[src/rtl/ram8_clr.sv]
// Eight-word register file with a sequential clear engine.
// A clr request zeroes one register per cycle over eight cycles while busy is high.
module ram8_clr #(
  parameter int unsigned WIDTH = 16
) (
  input  logic             clk,
  input  logic             reset,
  input  logic [WIDTH-1:0] in,
  input  logic             load,
  input  logic [2:0]       address,
  input  logic             clr,
  output logic [WIDTH-1:0] out,
  output logic             busy
);

  localparam int unsigned NREGS = 8;
  localparam int unsigned CNT_W = 3;

  typedef enum logic [1:0] {
    IDLE  = 2'b00,
    CLEAR = 2'b01
  } state_e;

  state_e             state_q;
  logic [CNT_W-1:0]   cnt_q;
  logic [CNT_W-1:0]   cnt_d;
  logic               busy_q;
  logic [WIDTH-1:0]   mem_q [NREGS];
  logic [NREGS-1:0]   load_en;

  // One-hot write enables decoded from address.
  always_comb begin
    load_en          = '0;
    load_en[address] = load;
  end

  assign cnt_d = cnt_q + CNT_W'(1);

  // Single-process FSM: storage, clear counter and busy flag.
  always_ff @(posedge clk) begin
    if (reset) begin
      state_q <= IDLE;
      cnt_q   <= '0;
      busy_q  <= 1'b0;
      for (int i = 0; i < NREGS; i++) mem_q[i] <= '0;
    end else begin
      case (state_q)
        IDLE: begin
          if (clr) begin
            // clr wins over a simultaneous load
            state_q <= CLEAR;
            cnt_q   <= '0;
            busy_q  <= 1'b1;
          end else begin
            for (int i = 0; i < NREGS; i++) begin
              if (load_en[i]) mem_q[i] <= in;
            end
          end
        end
        CLEAR: begin
          mem_q[cnt_q] <= '0;
          cnt_q        <= cnt_d;
          if (cnt_q == CNT_W'(NREGS - 1)) begin
            state_q <= IDLE;
            busy_q  <= 1'b0;
          end
        end
        default: begin
          state_q <= IDLE;
          cnt_q   <= '0;
          busy_q  <= 1'b0;
        end
      endcase
    end
  end

  assign out  = mem_q[address];
  assign busy = busy_q;

endmodule

[config.mk]
export PLATFORM = sky130hd
export DESIGN_NAME = ram8_clr
export DESIGN_NICKNAME = d
export VERILOG_FILES = /design/src/rtl/ram8_clr.sv
export SDC_FILE = /design/constraint.sdc
export NUM_CORES = 1
export LEC_CHECK = 0
export BUFFER_PORTS_ARGS = -buffer_cell sky130_fd_sc_hd__buf_2
export CAP_MARGIN = 30
export CORE_ASPECT_RATIO = 1.75
export CORE_MARGIN = 2
export CORE_UTILIZATION = 50
export DETAILED_ROUTE_END_ITERATION = 6
export HOLD_SLACK_MARGIN = 0.05
export PLACE_DENSITY_LB_ADDON = 0.25
export SKIP_CTS_REPAIR_TIMING = 1
export SLEW_MARGIN = 20
export SYNTH_ARGS = -nofsm -noshare
export SYNTH_HDL_FRONTEND = slang
export SYNTH_SLANG_ARGS = --single-unit
[constraint.sdc]
create_clock -name clk -period 1.54 [get_ports clk]
set_input_delay 0.308 -clock clk [delete_from_list [all_inputs] [get_ports clk]]
set_output_delay 0.308 -clock clk [all_outputs]
set_load 0.02 [all_outputs]
---- Word level (Yosys, flattened, before mapping) ----
Memories as Yosys holds them, arrays and structs flattened.
Cells that the tools add are included.
operators by class
  multiplexer cells ....................... 66
  bitwise gates (word level) .............. 9
  equal/unequal tests ..................... 4
  reductions and logical operators ........ 4
  order comparisons ....................... 2
  add/sub/neg operators ................... 1
operators by type and width
  operator                                                                       number
  16-bit two-way mux                                                             9
  1-bit two-way mux                                                              49
  16-bit OR reduction                                                            1
  8-bit bitwise AND                                                              1
  1-bit OR                                                                       8
  3-bit two-way mux                                                              2
  3-bit case mux with 2 select lines                                             1
  3-bit by 4-bit less-than comparator with 1-bit output (second input constant)  1
  2-bit two-way mux                                                              2
  2-bit inequality test (second input constant)                                  2
  2-bit case mux with 2 select lines                                             1
  3-bit by 1-bit adder with 3-bit output (second input constant)                 1
  1-bit demux with 3-bit select                                                  1
  3-bit == test (second input constant)                                          1
  3-bit by 1-bit >= comparator with 1-bit output (second input constant)         1
  2-bit by 1-bit == test with 1-bit output (second input constant)               1
  2-bit zero test                                                                1
  1-bit case mux with 2 select lines                                             1
  2-bit AND reduction                                                            1
  1-bit logical AND                                                              1
storage, ports and cells
  bits of input ports ..................... 23
  logic and storage cells ................. 90
  bits in writable memories ............... 128
  output and inout bits ................... 17
  memories ................................ 1
  register bits ........................... 6
memories
  name   words  bits a word  read ports  clocked after memory_dff  write ports  line  text
  mem_q  8      16           1           0                         8            28    logic [WIDTH-1:0] mem_q [NREGS];

---- Logic depth before layout (Yosys ltp) ----
Gate-level depths: netlist (run 1).
  word-level depth ........................ 12
  mapped depth ............................ 7
  mapped depth without buffers ............ 4

---- Least setup slack after synthesis (run 1) ----
Ideal clock, no wire load.
  path kind ............................... input port to output port
  from .................................... input port address[1]
  to ...................................... output port out[7]
  slack ................................... -0.236 ns
  cell stages on the path ................. 5
  data required time ...................... 1.232 ns
  path buffers ............................ 2
  arrival ................................. 1.468 ns
  cell sequence ........................... buf_2 -> nor2b_1 -> clkbuf_1 -> a32oi_1 -> or4b_1
on the way
  word-level cells in the longest chain between the ends .. 1
ends and longest elaborated chain
  what                line  text
  start: declaration  10    input logic [2:0] address,
  memory 8 x 16 bit   -
  end: declaration    12    output logic [WIDTH-1:0] out,
No other way between the ends.

---- Worst setup path in the final report (run 1) ----
  from .................................... memory mem_q[1][7]
  to ...................................... output port out[7]
on the way
  word-level cells in the longest chain between the ends .. 1
ends and longest elaborated chain
  what                line
  start: declaration  28
  memory 8 x 16 bit   -
No other way between the ends.

==> metrics.md, run 1 <==
| Metric | Value |
|---|---|
| FP Rows | 54 |
| Slew headroom | 68.83% |
| Tot GR Track Use | 31.47% |
| P per Cell Area | 1010 nW/um^2 |
| RSZ-0062 raised after global routing | true |
| CTS tree | done |
| FFs w/ async S/R, synth | 0% |
| CP Class | reg -> out |
| Non-filler cells in the finished layout | 1007 |
| Simple-Gate Fraction of Synth Area | 17.11% |
| Synthesized area | 6376 sq um |
| Drt via density | 6.899 |
| CP Cell Sequence | or3b_2, a21oi_1, or4b_4, buf_6 |
| Initial antenna violation count | 1 |
| Post-layout util | 68.89% |
| Violated checks | setup timing |
| Register area | 2660 sq um |
| DRT iter0 DRCs | 1252 |
| Nature of the critical path endpoint | output pin |
| Crit share post-route | 130.3% |
| Adder-Cell Fraction of Synth Area | 0.3925% |
| Dpl hpwl | 12.61 mm |
| Status | finished, violations left |
| Post-Syn Nets | 799 |
| Residual DRC | 0 |
| Post-Route WL | 25.04 mm |
| Multi-input logic area | 3618 sq um |
| Hold crit path type | in -> reg |
| R2R setup slack | -0.05 ns |
| Synth Area in XOR/XNOR | 0% |
| Largest family of logic cells by synthesized area | compound AO/OA/AOI/OAI gates |
| Final setup violation count | 36 |
| Distinct cell type count after synthesis | 48 |
| P_leak | 2.990 nW |
| Clk buf depth | 2 |
| Setup ws final | -0.4659 ns |
| Fin nets | 850 |
| Initial Utilization | 51.29% |
| Post-DR wirelength/cell | 24.87 um |
| Worst-path clk slew | 0.06 ns |
| First-pass GRT wire length | 33.08 mm |
| Area Overhead vs Synth | 34.32% |
| Number of hold violations in the final report | 0 |
| H-tree depth | 4 |
| Worst Tran Pin Value | 0.4675 ns |
| Filler cells | 929 |
| Die Wd | 89.37 um |
| Number of buffers created by CTS | 17 |
| Share of layout cells above drive strength 1 | 33.17% |
| Top cells by area, synth | dfxtp_1 41%, a21oi_1 11%, nand3_1 10% |
| Seq cells post-synth | 132 |
| Clock Skews | 0.007314 ns |
| Mapped Avg Cell Area | 8.238 sq um |
| Max Fclk | 498.5 MHz |
| Number of synthesized flops with an enable pin | 0 |
| GR Overflow Total | 0 |
| Total number of vias | 6947 |
| Max-slew violation count | 0 |
| Post-route minimum period | 2.006 ns |
| Die area | 13710 sq um |
| Count of port buffers added during placement | 39 |
| Yosys top cell by area | dfxtp_1 |
| Placed Cells | 947 |
| Clock root cell | clkbuf_16 |
| # clock sinks | 132 |
| Slowest CP cell | or4b_4 |
| Crit-path leading delay family | simple AND/OR/NAND/NOR gates |
| Worst setup SP type | register |
| Vias in the first global route | 6446 |
| Die H | 153.4 um |
| Post-synth top area share | 41.44% |
| Crit path largest cell delay | 0.54 ns |
| Drt first pass iters | 7 |
| Max-cap violations | 0 |
| Compound-gate portion of the synthesized area | 25.90% |
| Core box area | 12430 sq um |
| Post-synthesis cell count | 774 |
| Final ANT Viol Nets | 0 |
| Critical Path RT | 1.23 ns |
| Sequential cell area fraction in the yosys report | 41.44% |
| CP Data Arrival Time | 1.70 ns |
| Worst vdd ir | 0.7578 mV |
| GPL Wtd Cong | 0.8572 |
| Most common flop cell mapped by yosys | dfxtp_1 |
| Yosys warns | 0 |
| Clk_lat worst skew | 0.43 ns |
| Io pins | 40 |
| Buf/Inv on CP | 1 |
| Largest net degree at the start of global routing | 65 |
| Multiplexer share of the synthesized area | 6.849% |
| Crit-path max FO | 2 |
## layout make-up
cell class	instances	share of cell area, %
clock inverter	14	1.812
tap	168	2.454
timing repair buffer	131	17.21
inverter	4	0.1753
clock buffer	18	5.011
sequential	132	31.06
antenna	1	0.02922
multi-input combinational	539	42.25
## Yosys cell counts, types with 5 or more instances
master    instances
o21ai_1          60
mux4_2           10
nand2_1          15
nor2b_1           5
nand3b_1         11
mux2i_1          11
buf_4            11
mux2_2            9
nand3_1         132
a31o_2            5
clkbuf_1         48
buf_6             9
nor3b_1           5
buf_2            27
nor2_1           12
dfxtp_1         132
a21oi_1         140
o21ai_0          71
a221oi_1         10
## kinds of logic (layout without fill, tap and decap cells)
group                      Yosys count  count (layout)
DFF                                132             132
muxes                               30              30
other                                0               1
adders and majority gates            2               2
AOI/OAI and AO/OA                  304             304
buffers and inverters              103             167
and+or+nand+nor                    203             203
## power breakdown
group          switching (mW)  internal, mW  total (mW)
Combinational           0.698         0.432        1.13
Clock                    1.64          2.40        4.04
Sequential             0.0261          3.45        3.48
## through the flow
step / setup WS, ns / instance area (sq um) / TNS, ns / total power, mW / hold WS, ns
2_1_floorplan: -0.1289 / 6484 / -0.9259 / 4.045 / 0.4488
3_3_place_gp: -0.3850 / 7038 / -27.30 / 4.385 / 0.4565
3_5_place_dp: -0.3914 / 7038 / -31.68 / 4.399 / 0.4653
4_1_cts: -0.4923 / 7622 / -10.58 / 8.339 / 0.1857
5_1_grt: -0.5105 / 8564 / -8.484 / 8.824 / 0.1989
6_report: -0.4659 / 8564 / -5.337 / 8.652 / 0.1967
## path summary, 6_finish.rpt
kind / start / to / depth (start not counted)
max: mem_q[1][7]$_SDFFE_PP0P_ / out[7] / 4
min: reset / cnt_q[1]$_SDFFE_PP0P_ / 2
max reg2reg: busy$_SDFFE_PP0P_ / mem_q[3][15]$_SDFFE_PP0P_ / 6
min reg2reg: mem_q[0][2]$_SDFFE_PP0P_ / mem_q[0][2]$_SDFFE_PP0P_ / 2
## state kept, by name, summed over array words and instances, names as in the netlist
signal and count:
busy 1, mem_q 128, cnt_q 3
## layout by cell type, fill, tap and decap left out, types with 6 or more instances in the layout
cell type	synthesis	layout
nand3_1	132	125
a21oi_1	140	123
dfxtp_1	132	118
o21ai_0	71	66
o21ai_1	60	55
buf_4	11	52
clkbuf_16	0	26
buf_6	9	26
buf_12	0	21
buf_2	27	20
a21oi_2	0	17
dfxtp_2	0	14
nor2_1	12	12
mux2i_1	11	11
nand3b_1	11	11
nand2_2	0	10
o21ai_2	0	10
mux4_2	10	10
nand3_2	0	6
## layer usage
| metal | part of all wire, % | GRT usage [%] | vias up |
|---|---|---|---|
| li1 | - | - | 2944 |
| met1 | 34 | 39.17 | 3233 |
| met2 | 48 | 50.05 | 610 |
| met3 | 11 | 6.695 | 160 |
| met4 | 6.6 | 16.35 | 0 |
| met5 | 0 | 0 | - |
(Power assumes the default switching activity.)
==> run 2: changes to the inputs <==
- CORE_UTILIZATION: 50 -> 30
==> run 2 against run 1 <==
Compared with the run above: the flow still finishes with violations (setup timing); first-iteration DRC count shrank 58%; non-clock buffer count grew 2; core utilization shrank 28 points; critical path type unchanged; critical endpoint is now out[10]; largest cell class unchanged; highest routed layer unchanged.
==> metrics.md, run 2 (synthesis results as in run 1) <==
| Metric | Value |
|---|---|
| CP Cell Sequence | mux2i_1, o211ai_1, a221o_1, buf_6 (was or3b_2, a21oi_1, or4b_4, buf_6) |
| GPL Wtd Cong | 0.7978 (was 0.8572) |
| Status | finished, violations left (unchanged) |
| Most frequent cells in the layout | 133 x a21oi_1, 132 x nand3_1, 116 x dfxtp_1, 63 x o21ai_0, 52 x buf_4 (was 125 x nand3_1, 123 x a21oi_1, 118 x dfxtp_1, 66 x o21ai_0, 55 x o21ai_1) |
| CP Class | reg -> out (unchanged) |
| Post-route minimum period | 1.966 ns (was 2.006 ns) |
| Top reg by flops | mem_q (unchanged) |
| Slowest CP cell | a221o_1 (was or4b_4) |
| Clk_lat worst skew | 0.43 ns (about the same) |
| Filler cells | 2088 (was 929) |
| Crit-path max FO | 2 (unchanged) |
| Core box area | 20850 sq um (was 12430 sq um) |
| Critical Path RT | 1.23 ns (about the same) |
| Max-slew violation count | 0 (unchanged) |
| Final setup violation count | 16 (was 36) |
| Post-Route WL | 26.77 mm (was 25.04 mm) |
| Largest net degree at the start of global routing | 65 (unchanged) |
| Drt via density | 6.003 (was 6.899) |
| Initial Utilization | 30.59% (was 51.29%) |
| Die area | 22480 sq um (was 13710 sq um) |
| # clock sinks | 132 (unchanged) |
| Final ANT Viol Nets | 0 (unchanged) |
| Initial antenna violation count | 3 (was 1) |
| Clock root cell | clkbuf_16 (unchanged) |
| CP Data Arrival Time | 1.66 ns (was 1.70 ns) |
| Clock Skews | 0.006463 ns (was 0.007314 ns) |
| Worst vdd ir | 0.6562 mV (was 0.7578 mV) |
| Worst-path clk slew | 0.06 ns (about the same) |
| Crit path largest cell delay | 0.40 ns (was 0.54 ns) |
| Setup TNS | -5.124 ns (was -5.337 ns) |
| Max Fclk | 508.6 MHz (was 498.5 MHz) |
| Io pins | 40 (unchanged) |
| Crit share post-route | 127.7% (was 130.3%) |
| Max-cap violations | 0 (unchanged) |
| Drt first pass iters | 5 (was 7) |
| Setup ws final | -0.4263 ns (was -0.4659 ns) |
| Vias in the first global route | 6171 (was 6446) |
| DRT iter0 DRCs | 529 (was 1252) |
| Residual DRC | 0 (unchanged) |
| RSZ-0062 raised after global routing | true (unchanged) |
| P per Cell Area | 974.1 nW/um^2 (was 1010 nW/um^2) |
| Post-DR wirelength/cell | 24.47 um (was 24.87 um) |
| Die H | 196.9 um (was 153.4 um) |
| Violated checks | setup timing (unchanged) |
| Dpl cell area | 7211 sq um (was 7038 sq um) |
| Commonest non-fill, non-tap cell in the layout | a21oi_1 (was nand3_1) |
| Max reg flops | 128 (unchanged) |
| Dpl hpwl | 15.03 mm (was 12.61 mm) |
| Nature of the critical path endpoint | output pin (unchanged) |
| Share of layout cells above drive strength 1 | 33.10% (was 33.17%) |
| Count of port buffers added during placement | 39 (unchanged) |
| Clk buf depth | 2 (unchanged) |
| Non-filler cells in the finished layout | 1094 (was 1007) |
| Number of hold violations in the final report | 0 (unchanged) |
| Final Cell Area | 8563 sq um (was 8564 sq um) |
| Fin nets | 852 (was 850) |
| FP Rows | 70 (was 54) |
| Worst setup SP type | register (unchanged) |
| Placed Cells | 1040 (was 947) |
| First-pass GRT wire length | 37.03 mm (was 33.08 mm) |
| CTS tree | done (unchanged) |
| Worst Tran Pin Value | 0.5120 ns (was 0.4675 ns) |
| Number of buffers created by CTS | 17 (unchanged) |
| Die Wd | 114.2 um (was 89.37 um) |
| Hold crit path type | in -> reg (unchanged) |
| H-tree depth | 4 (unchanged) |
| P_leak | 2.972 nW (was 2.990 nW) |
| Slew headroom | 65.87% (was 68.83%) |
| Area Overhead vs Synth | 34.30% (was 34.32%) |
| Tot GR Track Use | 22.10% (was 31.47%) |
| GR Overflow Total | 0 (unchanged) |
| Total number of vias | 6567 (was 6947) |
[run 2: layout make-up]
cell class | instances | area, sq um | area share [%]
clock buffers | 20 | 456.7 | 5.333
flip-flops and latches | 132 | 2663 | 31.09
diodes | 2 | 5.005 | 0.05845
multi-input cells | 539 | 3575 | 41.74
inverters | 4 | 15.01 | 0.1753
well taps | 252 | 315.3 | 3.682
clock inverters | 12 | 83.83 | 0.9790
repair buffers | 133 | 1450 | 16.93
[run 2: final timing paths]
kind,from,to,cells after the start,slack (ns)
min,reset,cnt_q[2]$_SDFFE_PP0P_,2,0.19
max reg2reg,busy$_SDFFE_PP0P_,mem_q[3][3]$_SDFFE_PP0P_,4,0
min reg2reg,mem_q[2][12]$_SDFFE_PP0P_,mem_q[2][12]$_SDFFE_PP0P_,2,0.46
max,mem_q[6][10]$_SDFFE_PP0P_,out[10],4,-0.43
[run 2: where the power goes]
group / switching, mW / total (mW) / internal [mW] / leakage, nW
registers: 0.0256 / 3.48 / 3.45 / 1.07
logic: 0.701 / 1.12 / 0.415 / 1.65
clock network: 1.62 / 3.75 / 2.13 / 0.254
[run 2: worst max-delay path, delay by kind of cell (launching register included)]
kind,cells,cell delay (ns)
buf+inv,1,0.15
mux,1,0.25
flops,1,0.31
compound gates,2,0.53
[run 2: metrics by stage]
step	util (%)	power, mW	worst slack (ns)	hold WS [ns]
after floorplan	-	4.045	-0.1289	0.4488
after global placement	34.59	4.464	-0.5175	0.4597
after detailed placement	34.59	4.464	-0.5181	0.4643
after CTS	37.18	8.173	-0.5242	0.1796
after global routing	41.08	8.590	-0.4658	0.1865
final	41.08	8.342	-0.4263	0.1878
[run 2: per-layer routing]
layer,vias to the layer above,GRT usage [%],wire length [um]
met4,0,11.16,1478
li1,2943,-,-
met2,335,38.01,13480
met5,-,0,0
met1,3193,25.78,9970
met3,96,4.397,1847
